File: src/rtl/johnson_counter_param_if.sv
// Control and status bundle for johnson_counter_param.
//   slave  : counter side (takes iEnable/iDir/iLoad/iLoadData, drives oSalida/oPhase/oWrap/oIllegal)
//   master : controller side (opposite directions)
interface johnson_counter_param_if #(
  parameter int unsigned WIDTH = 4
);
  localparam int unsigned PHW = $clog2(2 * WIDTH);

  logic             iEnable;
  logic             iDir;
  logic             iLoad;
  logic [WIDTH-1:0] iLoadData;
  logic [WIDTH-1:0] oSalida;
  logic [PHW-1:0]   oPhase;
  logic             oWrap;
  logic             oIllegal;

  modport slave (
    input  iEnable, iDir, iLoad, iLoadData,
    output oSalida, oPhase, oWrap, oIllegal
  );

  modport master (
    output iEnable, iDir, iLoad, iLoadData,
    input  oSalida, oPhase, oWrap, oIllegal
  );
endinterface

File: src/rtl/johnson_counter_param.sv
// Parametrised Johnson (twisted-ring) counter with 2*WIDTH states.
// Features: enable, up/down direction, synchronous parallel load, step
// prescaler, phase decode, one-cycle wrap pulse and illegal-code flag.
// Optional macro JOHNSON_SELFCORRECT_EN: a step taken from an illegal code
// returns the ring to all-zeros instead of shifting.
// Ports:
//   iClk   - clock, rising edge
//   iReset - asynchronous, active-high reset
//   bus    - johnson_counter_param_if.slave (enable/dir/load in, state/phase/wrap/illegal out)
// oPhase and oIllegal are combinational decodes of the registered ring.
module johnson_counter_param #(
  parameter int unsigned WIDTH    = 4,
  parameter int unsigned PRESCALE = 1
) (
  input  logic                    iClk,
  input  logic                    iReset,
  johnson_counter_param_if.slave  bus
);
  localparam int unsigned PHW  = $clog2(2 * WIDTH);
  localparam int unsigned PSW  = (PRESCALE > 1) ? $clog2(PRESCALE) : 1;
  localparam int unsigned CW   = $clog2(WIDTH + 1);
  localparam int unsigned LAST = PRESCALE - 1;

  logic [WIDTH-1:0] q;
  logic [PSW-1:0]   presc;
  logic             wrap;

  logic [CW-1:0]    ones_c;
  logic [CW-1:0]    edges_c;
  logic             valid_c;
  logic [PHW-1:0]   phase_c;
  logic [WIDTH-1:0] shift_c;
  logic [WIDTH-1:0] next_c;
  logic             wrap_c;
  logic             due_c;

  // Code classification: a Johnson code has at most one adjacent-bit transition.
  // Among valid codes, MSB set (or all-zero) means 1^k 0^(W-k) -> phase k,
  // otherwise 0^(W-b) 1^b -> phase 2W-b.
  always_comb begin
    ones_c  = '0;
    edges_c = '0;
    for (int i = 0; i < WIDTH; i++) ones_c = ones_c + CW'(q[i]);
    for (int i = 0; i < WIDTH - 1; i++) edges_c = edges_c + CW'(q[i] ^ q[i+1]);
    valid_c = (edges_c <= CW'(1));
    phase_c = '0;
    if (valid_c) begin
      if (q[WIDTH-1] || (ones_c == '0)) phase_c = PHW'(ones_c);
      else                              phase_c = PHW'(2 * WIDTH - 32'(ones_c));
    end
  end

  // Next ring value and wrap detection for a step edge.
  always_comb begin
    shift_c = bus.iDir ? {q[WIDTH-2:0], ~q[WIDTH-1]} : {~q[0], q[WIDTH-1:1]};
    wrap_c  = valid_c && (bus.iDir ? (phase_c == '0) : (phase_c == PHW'(2 * WIDTH - 1)));
`ifdef JOHNSON_SELFCORRECT_EN
    next_c  = valid_c ? shift_c : '0;
`else
    next_c  = shift_c;
`endif
    due_c   = (presc == PSW'(LAST));
  end

  // State, prescaler and wrap pulse; priority reset > load > step > hold.
  always_ff @(posedge iClk or posedge iReset) begin
    if (iReset) begin
      q     <= '0;
      presc <= '0;
      wrap  <= 1'b0;
    end else if (bus.iLoad) begin
      q     <= bus.iLoadData;
      presc <= '0;
      wrap  <= 1'b0;
    end else if (bus.iEnable) begin
      if (due_c) begin
        q     <= next_c;
        presc <= '0;
        wrap  <= wrap_c;
      end else begin
        presc <= presc + PSW'(1);
        wrap  <= 1'b0;
      end
    end else begin
      wrap  <= 1'b0;
    end
  end

  assign bus.oSalida  = q;
  assign bus.oPhase   = phase_c;
  assign bus.oWrap    = wrap;
  assign bus.oIllegal = ~valid_c;

endmodule

File: src/flat_wrapper.sv
// flat-port wrapper written by rule: the top's interface ports become plain ports
module johnson_counter_param_flat 
#(
  parameter int unsigned WIDTH    = 4,
  parameter int unsigned PRESCALE = 1
)
  (iClk, iReset, bus_iEnable, bus_iDir, bus_iLoad, bus_iLoadData, bus_oSalida, bus_oPhase, bus_oWrap, bus_oIllegal);
  johnson_counter_param_if #(.WIDTH(WIDTH)) bus_i ();
  input  logic iClk;
  input  logic iReset;
  input wire logic [$bits(bus_i.iEnable)-1:0] bus_iEnable;
  input wire logic [$bits(bus_i.iDir)-1:0] bus_iDir;
  input wire logic [$bits(bus_i.iLoad)-1:0] bus_iLoad;
  input wire logic [$bits(bus_i.iLoadData)-1:0] bus_iLoadData;
  output wire logic [$bits(bus_i.oSalida)-1:0] bus_oSalida;
  output wire logic [$bits(bus_i.oPhase)-1:0] bus_oPhase;
  output wire logic [$bits(bus_i.oWrap)-1:0] bus_oWrap;
  output wire logic [$bits(bus_i.oIllegal)-1:0] bus_oIllegal;
  assign bus_i.iEnable = bus_iEnable;
  assign bus_i.iDir = bus_iDir;
  assign bus_i.iLoad = bus_iLoad;
  assign bus_i.iLoadData = bus_iLoadData;
  assign bus_oSalida = bus_i.oSalida;
  assign bus_oPhase = bus_i.oPhase;
  assign bus_oWrap = bus_i.oWrap;
  assign bus_oIllegal = bus_i.oIllegal;
  johnson_counter_param #(.WIDTH(WIDTH), .PRESCALE(PRESCALE)) u_core (.iClk(iClk), .iReset(iReset), .bus(bus_i));
endmodule
File: config.mk
export PLATFORM = sky130hd
export DESIGN_NAME = johnson_counter_param_flat
export DESIGN_NICKNAME = d
export VERILOG_FILES = /design/src/rtl/johnson_counter_param_if.sv /design/src/rtl/johnson_counter_param.sv /design/src/flat_wrapper.sv
export SDC_FILE = /design/constraint.sdc
export NUM_CORES = 1
export LEC_CHECK = 0
export BUFFER_PORTS_ARGS = -buffer_cell sky130_fd_sc_hd__buf_2
export CORE_AREA = 10 10 47 49
export CTS_BUF_LIST = sky130_fd_sc_hd__clkbuf_4
export CTS_CLUSTER_SIZE = 10
export DETAILED_ROUTE_END_ITERATION = 7
export DIE_AREA = 0 0 57 59
export PLACE_DENSITY_LB_ADDON = 0.2
export SYNTH_ARGS = -nofsm -noshare
export SYNTH_HDL_FRONTEND = slang
export SYNTH_SLANG_ARGS = --single-unit
File: constraint.sdc
create_clock -name iClk -period 6.1 [get_ports iClk]
set_input_delay 0 -clock iClk [delete_from_list [all_inputs] [get_ports iClk]]
set_output_delay 0 -clock iClk [all_outputs]
set_load 0.02 [all_outputs]
# --- Word level (Yosys, flattened, before mapping) ---
# Cells that the tools add are included.
op_classes:
  reduce_logical: 6
  n_addsub: 7
  bitwise_logic: 6
  eq_ne: 2
  order_cmp: 1
  n_mux: 13
  div_mod_pow: 0
  multipliers: 0
  shifts: 0
ops:
  columns: ["operator", "n"]
  rows:
  - ["4-bit 2-to-1 mux", 4]
  - ["1-bit 2-to-1 mux", 7]
  - ["3-bit by 1-bit adder with 3-bit output", 2]
  - ["3-bit adder", 2]
  - ["3-bit zero test", 2]
  - ["3-bit 2-to-1 mux", 2]
  - ["3-bit == test (second input constant)", 1]
  - ["3-bit by 1-bit less-or-equal comparator with 1-bit output (second input constant)", 1]
  - ["1-bit NOT", 3]
  - ["1-bit by 3-bit subtractor with 3-bit output (first input constant)", 1]
  - ["1-bit bitwise XOR", 3]
  - ["1-bit by 1-bit adder with 2-bit output", 1]
  - ["2-bit != test (second input constant)", 1]
  - ["2-bit AND reduction", 1]
  - ["2-bit nonzero test", 1]
  - ["1-bit adder (second input constant)", 1]
  - ["1-bit logical AND", 1]
  - ["1-bit logical OR", 1]
totals:
  out_inout_bits: 9
  ramBits: 0
  romBits: 0
  memories: 0
  latchBits: 0
  word_cells: 38
  regBits: 6

# --- Longest topological paths before layout ---
logic_depth:
  ltp_word: 13
  ltp_mapped: 10
  depth_no_buf: 10

# --- Least setup slack after synthesis ---
# Ideal clock, no wire load.
synth_path:
  path_kind: "flip-flop to flip-flop"
  from: "register u_core.q[1] (netlist: u_core.bus.oSalida[1])"
  to: "register u_core.wrap (netlist: u_core.bus.oWrap)"
  arrival_time_ns: 2.718
  n_path_buf: 0
  period_less_slack_ns: 2.830
  slack_ns: 3.270
  stages_incl_launch_ff: 11
  setup_ns: 0.111
  cell_sequence: "dfrtp_1 > ha_1 > fa_1 > ha_1 > inv_1 > ha_1 > ha_1 > nor2_4 > mux2i_1 > nand3b_1 > a2111oi_2"
synth_between:
  elab_chain_len: 13
  word_cells_on_any_way: 20
  classes_between: "6 x add/sub; 1 x order compare; 1 x eq/ne; 6 x mux; 2 x bitwise; 4 x reduce/logical"
synth_lines:
  columns: ["element", "line", "rtl"]
  rows:
  - ["start, declared", "johnson_counter_param.sv:24", "logic [WIDTH-1:0] q;"]
  - ["start signal, assigned", "johnson_counter_param.sv:72", "q <= bus.iLoadData;"]
  - ["start signal, assigned", "johnson_counter_param.sv:77", "q <= next_c;"]
  - ["branches (longest 9 deep; another with 3-bit by 1-bit adder with 3-bit output)", null, null]
  - ["1-bit logical AND *", "johnson_counter_param.sv:56", "wrap_c = valid_c && (bus.iDir ? (phase_c == '0) : (phase_c == PHW'(2 * WIDTH - 1)));"]
  - ["1-bit 2-to-1 mux *", "johnson_counter_param.sv:76", "if (due_c) begin"]
  - ["1-bit 2-to-1 mux *", "johnson_counter_param.sv:75", "end else if (bus.iEnable) begin"]
  - ["1-bit 2-to-1 mux *", "johnson_counter_param.sv:71", "end else if (bus.iLoad) begin"]
  - ["end signal, assigned", "johnson_counter_param.sv:79", "wrap <= wrap_c;"]
  - ["end, declared", "johnson_counter_param.sv:26", "logic wrap;"]
# Every way passes the cells marked *.
# A chain may end at the register's enable or synchronous reset.

# --- Worst setup path in the final report ---
# Ends and elaborated chain as after synthesis.

==> run metrics <==
RSZ-0062 raised after global routing no; layout cells sized above 1 0.289; pin count of the biggest net entering global routing 12; Final setup viols 0; DR vias 488; Post-synth top cells 7 x a21oi_1, 7 x inv_1, 7 x nand2_1; DIE WIDTH 57 um; top post-synthesis cells by area dfrtp_1 25%, ha_1 10%, mux2i_1 8.1%, a21oi_1 7.1%, inv_1 5.3%; Root Buffer clkbuf_4; Critical Path, Cell by Cell ha_1, fa_1, ha_1, inv_1, ha_1, ha_1, nor2_4, mux2i_1, nand3b_1, a2111oi_2; post-synthesis cell area 493 um2; GRT Total Usage 0.0739; Mapped Cells 60; Worst Path Max Fanout 8; Clock Skew 3.98 ps; post-synth top area share 0.254; pwr/cell area 272 nW/um2; gr ovfl total 0; DP HPWL 925 um; Crit path largest cell delay 460 ps; final weighted congestion in routability-driven placement 0.785; vias in the first global route 486; Synth Flop Type dfrtp_1; Antenna Violating Nets Remaining 0; final hold vios 0; die height 59 um; Rows 14; area leader, netlist dfrtp_1; area delta synth->final 33.5%; Starting DRT DRC Count 4; worst min path class in -> reg; Worst Max-Slew Pin Slew 458 ps; core box area 1400 um2; Final Core Density 0.470; maximum vdd drop 0.000141 V; Req. time, crit path 6240 ps; Peak Freq 0.341 GHz; Port Buffers 17; Pins Over Slew Limit 0; Filler Cell Count 145; effective utilization at floorplan 0.352; placed cell areas 578 um2; ys async rst share 1.00; vias per cell 4.93; number of flops mapped to enable cells by yosys 0; Worst setup EP type register; Max-cap violations 0; number of diodes 0; synth warn 0; H-tree levels 1; clk sink count 5; First-pass DRT Iterations 2; Critical path buffers and inverters 1; first-pass GRT wire length 2050 um; Non-Filler Instances 99; DRC Markers 0; Setup Total Neg Slack 0 ps; #FFs+latches synth 5; initial antenna violation count 0; Leakage 0.000328 uW; Clock transition at path regs 50 ps; CP max stage cell dfrtp_1; WL/cell 11.6 um; CP Launch Type register; Final Cycle Share 0.480; WL final 1150 um; sequential share of the synthesized area 0.254; Final nets 98; CTS buffer count 3; syn_nets 74; largest buffer count on any clock path 2; Clk Latency, worst-skew pair 240 ps; Final Instance Area 658 um2; crit path time final 2930 ps; placed cell count 90; area of the die 3360 um2; Slew HR 0.695; status complete, no violations; num ports 18; most frequent CP cell ha_1; Top delay family on crit path adder cells; Mean Syn Cell Area 8.22 um2; cts repair resizes 0; synth unique cells 22; TritonCTS clock tree yes; Crit Path Class reg -> reg; Arr. time, crit path 3070 ps
==> where the power goes <==
group / internal [uW] / switching, uW
registers: 36.2 / 6.35
logic: 37.4 / 55.6
clock network: 29.2 / 14.2
==> timing repair <==
item / in CTS / in global routing
endpoints found under the hold margin: 9 / 0
hold buffers: 5 / 0
endpoints found under the setup margin: 0 / 0
setup buffers: 0 / 0
==> area by class of cell <==
| type | count | area, um2 | share of cell area |
|---|---|---|---|
| Sequential cell | 5 | 125 | 0.190 |
| Inverter | 7 | 26.3 | 0.0399 |
| Timing Repair Buffer | 22 | 135 | 0.205 |
| Multi-Input combinational cell | 45 | 322 | 0.489 |
| Clock buffer | 4 | 30.0 | 0.0456 |
| Tap cell | 16 | 20.0 | 0.0304 |
==> worst register-to-register path, stage by stage (launching register included) <==
cell and delay [ps]:
dfrtp_1 460, ha_1 370, fa_1 390, ha_1 330
inv_1 50, ha_1 180, ha_1 240, nor2_4 140
mux2i_1 210, nand3b_1 110, a2111oi_2 340
==> metrics by stage <==
stage / total power (uW) / hold slack, ps / setup WS [ps]
6_report: 179 / 41.2 / 3170
5_1_grt: 197 / 50.9 / 2970
4_1_cts: 182 / 50.3 / 3170
3_5_place_dp: 135 / -89.3 / 3190
3_3_place_gp: 134 / -88.3 / 3200
2_1_floorplan: 112 / -221 / 3270
==> cells in the final DEF (no fill, tap or decap) <==
| cell type | count |
|---|---|
| nor2_4 | 1 |
| nor3_1 | 1 |
| mux2i_1 | 4 |
| nand2_1 | 7 |
| inv_1 | 7 |
| nor2b_1 | 2 |
| a21oi_1 | 7 |
| nand2b_1 | 2 |
| dlygate4sd3_1 | 5 |
| dfrtp_1 | 5 |
| clkbuf_4 | 4 |
| nand3b_1 | 1 |
| o21ai_0 | 5 |
| nor2_1 | 3 |
| a21o_1 | 1 |
| ha_1 | 4 |
| a2111oi_2 | 1 |
| buf_2 | 17 |
| a211oi_1 | 3 |
| nor4_2 | 1 |
| o211ai_1 | 1 |
| fa_1 | 1 |
==> cell families (layout without fill, tap and decap cells) <==
kind of cell               Yosys count  after routing  share of synthesized area
DFF                                  5              5                      0.254
AOI/OAI and AO/OA                   18             18                      0.228
adders and majority gates            5              5                      0.142
and+or+nand+nor                     18             18                      0.200
muxes                                4              4                     0.0812
buffers and inverters               10             33                     0.0939
==> registers in the layout, summed over array words and instances, names as in the netlist <==
| name | cells |
|---|---|
| u_core.bus.oSalida | 4 |
| u_core.bus.oWrap | 1 |
==> final timing paths <==
path	from	endpoint	slack (ps)	cells past startpoint
max	u_core.bus.oSalida[1]$_DFFE_PP0P_	u_core.bus.oWrap$_DFF_PP0_	3170	10
min	bus_iLoad	u_core.bus.oWrap$_DFF_PP0_	40	2
max reg2reg	u_core.bus.oSalida[1]$_DFFE_PP0P_	u_core.bus.oWrap$_DFF_PP0_	3170	10
min reg2reg	u_core.bus.oSalida[0]$_DFFE_PP0P_	u_core.bus.oSalida[0]$_DFFE_PP0P_	650	2
max in group asynchronous	iReset	u_core.bus.oSalida[3]$_DFFE_PP0P_	5730	3
min in group asynchronous	iReset	u_core.bus.oSalida[1]$_DFFE_PP0P_	190	3
==> per-layer routing <==
metal  global-route usage  vias to the layer above  wire length (um)
li1                     -                      256                 -
met1               0.0760                      219               493
met2                0.121                       13               547
met3               0.0451                        0               106
met4               0.0268                        0                 0
met5                    0                        -                 0
(Power assumes the default switching activity.)
